<file path="src/rtl/fir_pkg.sv">
// Shared types and constants for the four-tap FIR engine.
// Widths, tap count, saturation value and FSM state encoding.
package fir_pkg;

    localparam int NUM_TAPS      = 4;
    localparam int TAP_W         = 2;
    localparam int SAMPLE_W      = 16;
    localparam int COEF_W        = 16;
    localparam int PROD_W        = 32;
    localparam int ACC_W         = 34;
    localparam int DEF_FRAC_BITS = 15;

    localparam logic [SAMPLE_W-1:0] SAT_VAL = 16'hFFFF;

    typedef enum logic [3:0] {
        S_IDLE,
        S_LOAD0,
        S_LOAD1,
        S_LOAD2,
        S_LOAD3,
        S_CLR,
        S_SHIFT,
        S_MAC0,
        S_MAC1,
        S_MAC2,
        S_MAC3,
        S_STORE
    } fir_state_t;

endpackage

</file>
<file path="src/rtl/fir_mac_unit.sv">
// Sample window, coefficient bank and shared multiply-accumulate.
// Strobed by the sequencer; result saturates to all-ones on overflow.
module fir_mac_unit
    import fir_pkg::*;
#(
    parameter int FRAC_BITS = DEF_FRAC_BITS
) (
    input  logic                clk,
    input  logic                n_rst,
    input  logic                i_shift,
    input  logic                i_load,
    input  logic                i_mac,
    input  logic                i_store,
    input  logic [TAP_W-1:0]    i_tap,
    input  logic [SAMPLE_W-1:0] i_sample,
    input  logic [COEF_W-1:0]   i_coef,
    output logic [SAMPLE_W-1:0] o_fir_out,
    output logic                o_err
);

    logic [SAMPLE_W-1:0] r_win  [NUM_TAPS];
    logic [COEF_W-1:0]   r_coef [NUM_TAPS];
    logic [ACC_W-1:0]    r_acc;
    logic [SAMPLE_W-1:0] r_fir_out;
    logic                r_err;

    logic [PROD_W-1:0]   w_prod;
    logic                w_ovf;
    logic [SAMPLE_W-1:0] w_trunc;

    assign w_prod  = PROD_W'(r_win[i_tap]) * PROD_W'(r_coef[i_tap]);
    assign w_ovf   = |r_acc[ACC_W-1:FRAC_BITS+SAMPLE_W];
    assign w_trunc = r_acc[FRAC_BITS +: SAMPLE_W];

    assign o_fir_out = r_fir_out;
    assign o_err     = r_err;

    // Sample window: newest sample enters tap 0, oldest falls off tap 3
    always_ff @(posedge clk or negedge n_rst) begin
        if (!n_rst) begin
            for (int i = 0; i < NUM_TAPS; i++) r_win[i] <= '0;
        end else if (i_shift) begin
            r_win[0] <= i_sample;
            for (int i = 1; i < NUM_TAPS; i++) r_win[i] <= r_win[i-1];
        end
    end

    // Coefficient bank: one entry written per load strobe
    always_ff @(posedge clk or negedge n_rst) begin
        if (!n_rst) begin
            for (int i = 0; i < NUM_TAPS; i++) r_coef[i] <= '0;
        end else if (i_load) begin
            r_coef[i_tap] <= i_coef;
        end
    end

    // Accumulator: cleared with the window shift, then one product per tap
    always_ff @(posedge clk or negedge n_rst) begin
        if (!n_rst) begin
            r_acc <= '0;
        end else if (i_shift) begin
            r_acc <= '0;
        end else if (i_mac) begin
            r_acc <= r_acc + ACC_W'(w_prod);
        end
    end

    // Result register: truncated Q1.15 product sum, or saturate with error
    always_ff @(posedge clk or negedge n_rst) begin
        if (!n_rst) begin
            r_fir_out <= '0;
            r_err     <= 1'b0;
        end else if (i_store) begin
            if (w_ovf) begin
                r_fir_out <= SAT_VAL;
                r_err     <= 1'b1;
            end else begin
                r_fir_out <= w_trunc;
                r_err     <= 1'b0;
            end
        end
    end

endmodule

</file>
<file path="src/rtl/fir_filter_core.sv">
// Four-tap FIR engine: Moore sequencer over a shared MAC datapath.
// Coefficient reloads take priority over pending samples in IDLE.
module fir_filter_core
    import fir_pkg::*;
#(
    parameter int FRAC_BITS = DEF_FRAC_BITS
) (
    input  logic                clk,
    input  logic                n_rst,
    input  logic [SAMPLE_W-1:0] sample_data,
    input  logic                data_ready,
    input  logic                new_coefficient_set,
    input  logic [COEF_W-1:0]   fir_coefficient,
    output logic [TAP_W-1:0]    coefficient_num,
    output logic                clear_new_coefficient,
    output logic                processed,
    output logic                modwait,
    output logic [SAMPLE_W-1:0] fir_out,
    output logic                err
);

    fir_state_t r_state;
    fir_state_t w_next;

    logic             w_shift;
    logic             w_load;
    logic             w_mac;
    logic             w_store;
    logic [TAP_W-1:0] w_tap;

    // State register
    always_ff @(posedge clk or negedge n_rst) begin
        if (!n_rst) r_state <= S_IDLE;
        else        r_state <= w_next;
    end

    // Next state and Moore outputs decoded from the current state
    always_comb begin
        w_next                = r_state;
        w_shift               = 1'b0;
        w_load                = 1'b0;
        w_mac                 = 1'b0;
        w_store               = 1'b0;
        w_tap                 = '0;
        coefficient_num       = '0;
        clear_new_coefficient = 1'b0;
        processed             = 1'b0;
        modwait               = (r_state != S_IDLE);
        unique case (r_state)
            S_IDLE: begin
                if (new_coefficient_set) w_next = S_LOAD0;
                else if (data_ready)     w_next = S_SHIFT;
            end
            S_LOAD0: begin
                w_load = 1'b1;
                w_tap  = 2'd0;
                w_next = S_LOAD1;
            end
            S_LOAD1: begin
                w_load = 1'b1;
                w_tap  = 2'd1;
                w_next = S_LOAD2;
            end
            S_LOAD2: begin
                w_load = 1'b1;
                w_tap  = 2'd2;
                w_next = S_LOAD3;
            end
            S_LOAD3: begin
                w_load = 1'b1;
                w_tap  = 2'd3;
                w_next = S_CLR;
            end
            S_CLR: begin
                clear_new_coefficient = 1'b1;
                w_next                = S_IDLE;
            end
            S_SHIFT: begin
                processed = 1'b1;
                w_shift   = 1'b1;
                w_next    = S_MAC0;
            end
            S_MAC0: begin
                w_mac  = 1'b1;
                w_tap  = 2'd0;
                w_next = S_MAC1;
            end
            S_MAC1: begin
                w_mac  = 1'b1;
                w_tap  = 2'd1;
                w_next = S_MAC2;
            end
            S_MAC2: begin
                w_mac  = 1'b1;
                w_tap  = 2'd2;
                w_next = S_MAC3;
            end
            S_MAC3: begin
                w_mac  = 1'b1;
                w_tap  = 2'd3;
                w_next = S_STORE;
            end
            S_STORE: begin
                w_store = 1'b1;
                w_next  = S_IDLE;
            end
            default: begin
                w_next = S_IDLE;
            end
        endcase
        if (w_load) coefficient_num = w_tap;
    end

    fir_mac_unit #(
        .FRAC_BITS (FRAC_BITS)
    ) u_mac (
        .clk       (clk),
        .n_rst     (n_rst),
        .i_shift   (w_shift),
        .i_load    (w_load),
        .i_mac     (w_mac),
        .i_store   (w_store),
        .i_tap     (w_tap),
        .i_sample  (sample_data),
        .i_coef    (fir_coefficient),
        .o_fir_out (fir_out),
        .o_err     (err)
    );

endmodule
</file>
<file path="config.mk">
export PLATFORM = sky130hd
export DESIGN_NAME = fir_filter_core
export DESIGN_NICKNAME = d
export VERILOG_FILES = /design/src/rtl/fir_pkg.sv /design/src/rtl/fir_mac_unit.sv /design/src/rtl/fir_filter_core.sv
export SDC_FILE = /design/constraint.sdc
export NUM_CORES = 1
export LEC_CHECK = 0
export CORE_MARGIN = 10
export CORE_UTILIZATION = 40
export CTS_CLUSTER_DIAMETER = 50
export DETAILED_ROUTE_END_ITERATION = 10
export HOLD_SLACK_MARGIN = 0.1
export PLACE_DENSITY_LB_ADDON = 0.1
export SLEW_MARGIN = 30
export SYNTH_ARGS = -nofsm -noshare
export SYNTH_HDL_FRONTEND = slang
export SYNTH_HIERARCHICAL = 1
export SYNTH_SLANG_ARGS = --single-unit
export TNS_END_PERCENT = 10
</file>
<file path="constraint.sdc">
create_clock -name clk -period 10.5 [get_ports clk]
set_input_delay 2.1 -clock clk [delete_from_list [all_inputs] [get_ports clk]]
set_output_delay 2.1 -clock clk [all_outputs]
set_load 0.05 [all_outputs]
</file>
==> reports/results.md <==
### Status
* complete, no violations — outcome

### Worst setup path
* 34 — Critical Path Fanout Max
* u_mac/r_acc[32] — worst setup path end
* u_mac/r_acc[32] — endpoint of the worst register-to-register path
* sky130_fd_sc_hd__mux4_2 — critical-path cell with the highest stage delay
* 1.75 ns — Worst R2R Setup Slack
* reg2reg — CP Class
* 9.11 ns — Worst EP arrival
* 10.86 ns — required time reported for the critical path endpoint
* sky130_fd_sc_hd__fa_1 — most frequent CP cell
* 0.77 ns — Slowest Stage Delay on Critical Path
* r_state[1] — launch point of the worst reg-to-reg path
* r_state[1] — origin of the worst setup path
* register — startpoint type of the worst setup path
* 26 — count of cells along the worst register-to-register path
* register — capturing element type of the critical path

### STA
* 0 — count of final setup violators
* 0.0120 ns — Post-Route Skew
* 0 — count of final max-slew check failures
* 83.3% — portion of the clock cycle consumed by the worst path in the final layout
* 8.75 ns — minimum clock period
* 0 — Hold Vio Cnt, Final
* 35.8% — Slew headroom
* 114 MHz — timing-limited maximum frequency
* 0.499 ns — Worst Hold Margin
* 0.953 ns — worst-margin pin slew
* no — RSZ-0062 raised after global routing
* 0 ns — total negative slack for setup checks

### Placement
* 57 — # port buffers
* 32.3 mm — detailed placer's ending HPWL
* 0.861 — Routability Congestion

### Global route
* 16.4% — global router's overall resource usage
* 0 — global route total overflow
* 110 — pin count of the biggest net entering global routing
* 67.6 mm — first-pass GRT wire length
* 0 — antenna violations before repair
* 12400 — vias in the first global route

### Drt
* 5 — Detailed Routing Iterations Pass 1
* 0 — number of remaining DRC errors
* 41.8 mm — Final Routed Wirelength
* 597 — initial detailed-routing violation count
* 17.9 um — final routed wire length divided by cell count
* 0 — number of nets still failing antenna checks after routing
* 5.05 — via-per-instance ratio
* 11800 — DR vias

### Synthesis
* 64 — Netlist cell types
* 26.0% — post-synth top area share
* 2088 — nets in the synthesized netlist
* 26.0% — sequential area share after synthesis
* 0 — number of synthesized flops with an enable pin
* 17600 sq um — Cell Area, Synth
* 6 — Yosys warning total
* sky130_fd_sc_hd__dfrtp_1 (26%), sky130_fd_sc_hd__fa_1 (26%), sky130_fd_sc_hd__mux2_2 (9.2%), sky130_fd_sc_hd__ha_1 (7.6%), sky130_fd_sc_hd__inv_1 (7.5%) — synth top area cells
* sky130_fd_sc_hd__dfrtp_1 — prevailing post-synth register cell
* 1719 — cells after synthesis
* sky130_fd_sc_hd__dfrtp_1 — post-synth top area cell
* 183 — flops & latches, synth
* 10.2 sq um — average size of a mapped cell
* 100% — post-synthesis async set-or-reset flop share

### CTS
* sky130_fd_sc_hd__clkbuf_16 — clk root buf
* built — TritonCTS clock tree
* 0.07 ns — clock-pin slew on the worst setup and hold paths
* 0 — cts repair resizes
* 17 — clock buffer count from CTS
* 2 — maximum clock path buffer count
* 0 — total setup buffers inserted after CTS
* 0 — count of hold-fix buffers inserted at cts
* 4 — number of H-tree branching levels
* 183 — clock net sink count
* 0.48 ns — clock insertion delay at the later pin of the skew report

### Floorplan
* 58 — I/O pin cnt
* 43300 sq um — core outline area
* 52700 sq um — Die Outline Area
* 230 um — Die Ht
* 230 um — overall die width
* 76 — standard-cell row count
* 40.6% — starting utilization of the core area

### Flow run
* 0 — MaxCap Viol Count

### Final layout
* sky130_fd_sc_hd__inv_1 (351), sky130_fd_sc_hd__fa_1 (226), sky130_fd_sc_hd__nand2_1 (185), sky130_fd_sc_hd__dfrtp_1 (183), sky130_fd_sc_hd__mux2_2 (143) — most frequent cells in the layout
* 10.4% — signed area change from the synthesized netlist to the final layout
* 4225 — count of filler cells inserted in the layout
* sky130_fd_sc_hd__inv_1 — most common cell after layout, fill and taps aside
* 0 — Antenna diodes
* 13.4% — share of layout cells above drive strength 1
* 2110 — Layout Nets

### Min path
* reg2reg — class of the most critical hold timing path
* u_mac/o_fir_out[5] — Hold Startpoint

cells in the mapped netlist (2+ instances only):
master,instances
sky130_fd_sc_hd__a21boi_0,2
sky130_fd_sc_hd__o211a_1,2
sky130_fd_sc_hd__dfrtp_1,183
sky130_fd_sc_hd__buf_1,7
sky130_fd_sc_hd__a211o_1,4
sky130_fd_sc_hd__fa_1,226
sky130_fd_sc_hd__xnor2_1,16
sky130_fd_sc_hd__and2_2,2
sky130_fd_sc_hd__mux2_2,143
sky130_fd_sc_hd__ha_1,107
sky130_fd_sc_hd__nand2_1,185
sky130_fd_sc_hd__mux4_2,17
sky130_fd_sc_hd__a21o_1,18
sky130_fd_sc_hd__o21a_1,15
sky130_fd_sc_hd__nor2_1,114
sky130_fd_sc_hd__buf_2,6
sky130_fd_sc_hd__nor3_1,2
sky130_fd_sc_hd__nor2b_1,9
sky130_fd_sc_hd__xor2_1,14
sky130_fd_sc_hd__nand3_1,10
sky130_fd_sc_hd__a21oi_1,33
sky130_fd_sc_hd__buf_6,3
sky130_fd_sc_hd__nor3b_1,5
sky130_fd_sc_hd__inv_1,351
sky130_fd_sc_hd__nor3b_2,2
sky130_fd_sc_hd__nand3b_1,4
sky130_fd_sc_hd__o221ai_1,2
sky130_fd_sc_hd__o21ai_0,16
sky130_fd_sc_hd__nand4_1,3
sky130_fd_sc_hd__mux2i_1,55
sky130_fd_sc_hd__o21bai_1,6
sky130_fd_sc_hd__o21ai_1,11
sky130_fd_sc_hd__a21oi_2,2
sky130_fd_sc_hd__a211oi_1,7
sky130_fd_sc_hd__clkbuf_1,53
sky130_fd_sc_hd__and2_1,51
sky130_fd_sc_hd__a31oi_1,4
sky130_fd_sc_hd__and3_1,3
how the worst min path moves through the flow:
stage / end / slack [ns] / cells after the start
3_3_place_gp: u_mac/r_coef[23] / 0.48 / 1
5_1_grt: u_mac/r_coef[23] / 0.51 / 1
3_5_place_dp: u_mac/o_fir_out[4] / 0.49 / 2
2_1_floorplan: u_mac/r_coef[21] / 0.47 / 1
4_1_cts: u_mac/r_coef[23] / 0.50 / 1
6_report: u_mac/o_fir_out[5] / 0.50 / 2
cell type report:
class                      count  area (sq um)  area share, %
multi-input combinational   1115         11500           59.1
sequential                   183          4580           23.6
inverter                     351          1320           6.79
timing repair buffer          73           743           3.83
tap                          585           732           3.77
clock buffer                  18           439           2.26
clock inverter                14           136          0.703
cells by family after synthesis:
group | Yosys count | synth area share, %
mux | 216 | 14.5
xor+xnor | 30 | 1.49
simple gates | 404 | 10.4
fa+ha+maj | 333 | 33.3
buf+inv | 421 | 9.18
flops | 183 | 26.0
compound gates | 132 | 5.02
per-layer routing:
metal / GRT usage, % / vias up / routed length, um
met5: 0 / - / 0
met4: 5.94 / 0 / 920
met2: 28.2 / 152 / 22100
met1: 20.4 / 6202 / 17600
met3: 2.63 / 44 / 1230
li1: - / 5413 / -
stage by stage:
stage | utilization (%) | cells | setup WS [ns] | cell area, sq um
floorplan | - | 1719 | 2.87 | 17600
global placement | 43.4 | 2303 | 1.87 | 18800
detailed placement | 43.4 | 2303 | 1.74 | 18800
CTS | 44.7 | 2335 | 1.70 | 19300
global route | 44.9 | 2339 | 1.20 | 19400
finish | 44.9 | 2339 | 1.75 | 19400
flip-flops by register name, indices dropped and copies added (netlist names):
name and count:
u_mac/o_err 1, r_state 4, u_mac/r_acc 34, u_mac/r_win 64, u_mac/r_coef 64, u_mac/o_fir_out 16
worst max-delay path: cells and delay by family (launching register included):
kind	cells	cell delay [ns]
mux	2	0.92
compound gates	4	1.14
fa+ha+maj	7	3.36
simple gates	6	1.57
buf+inv	5	0.59
xor+xnor	2	0.36
flops	1	0.66
Power is left out: the tool's default activity adds up to more than one toggle a clock period on the data nets, which glitch-free logic cannot reach.
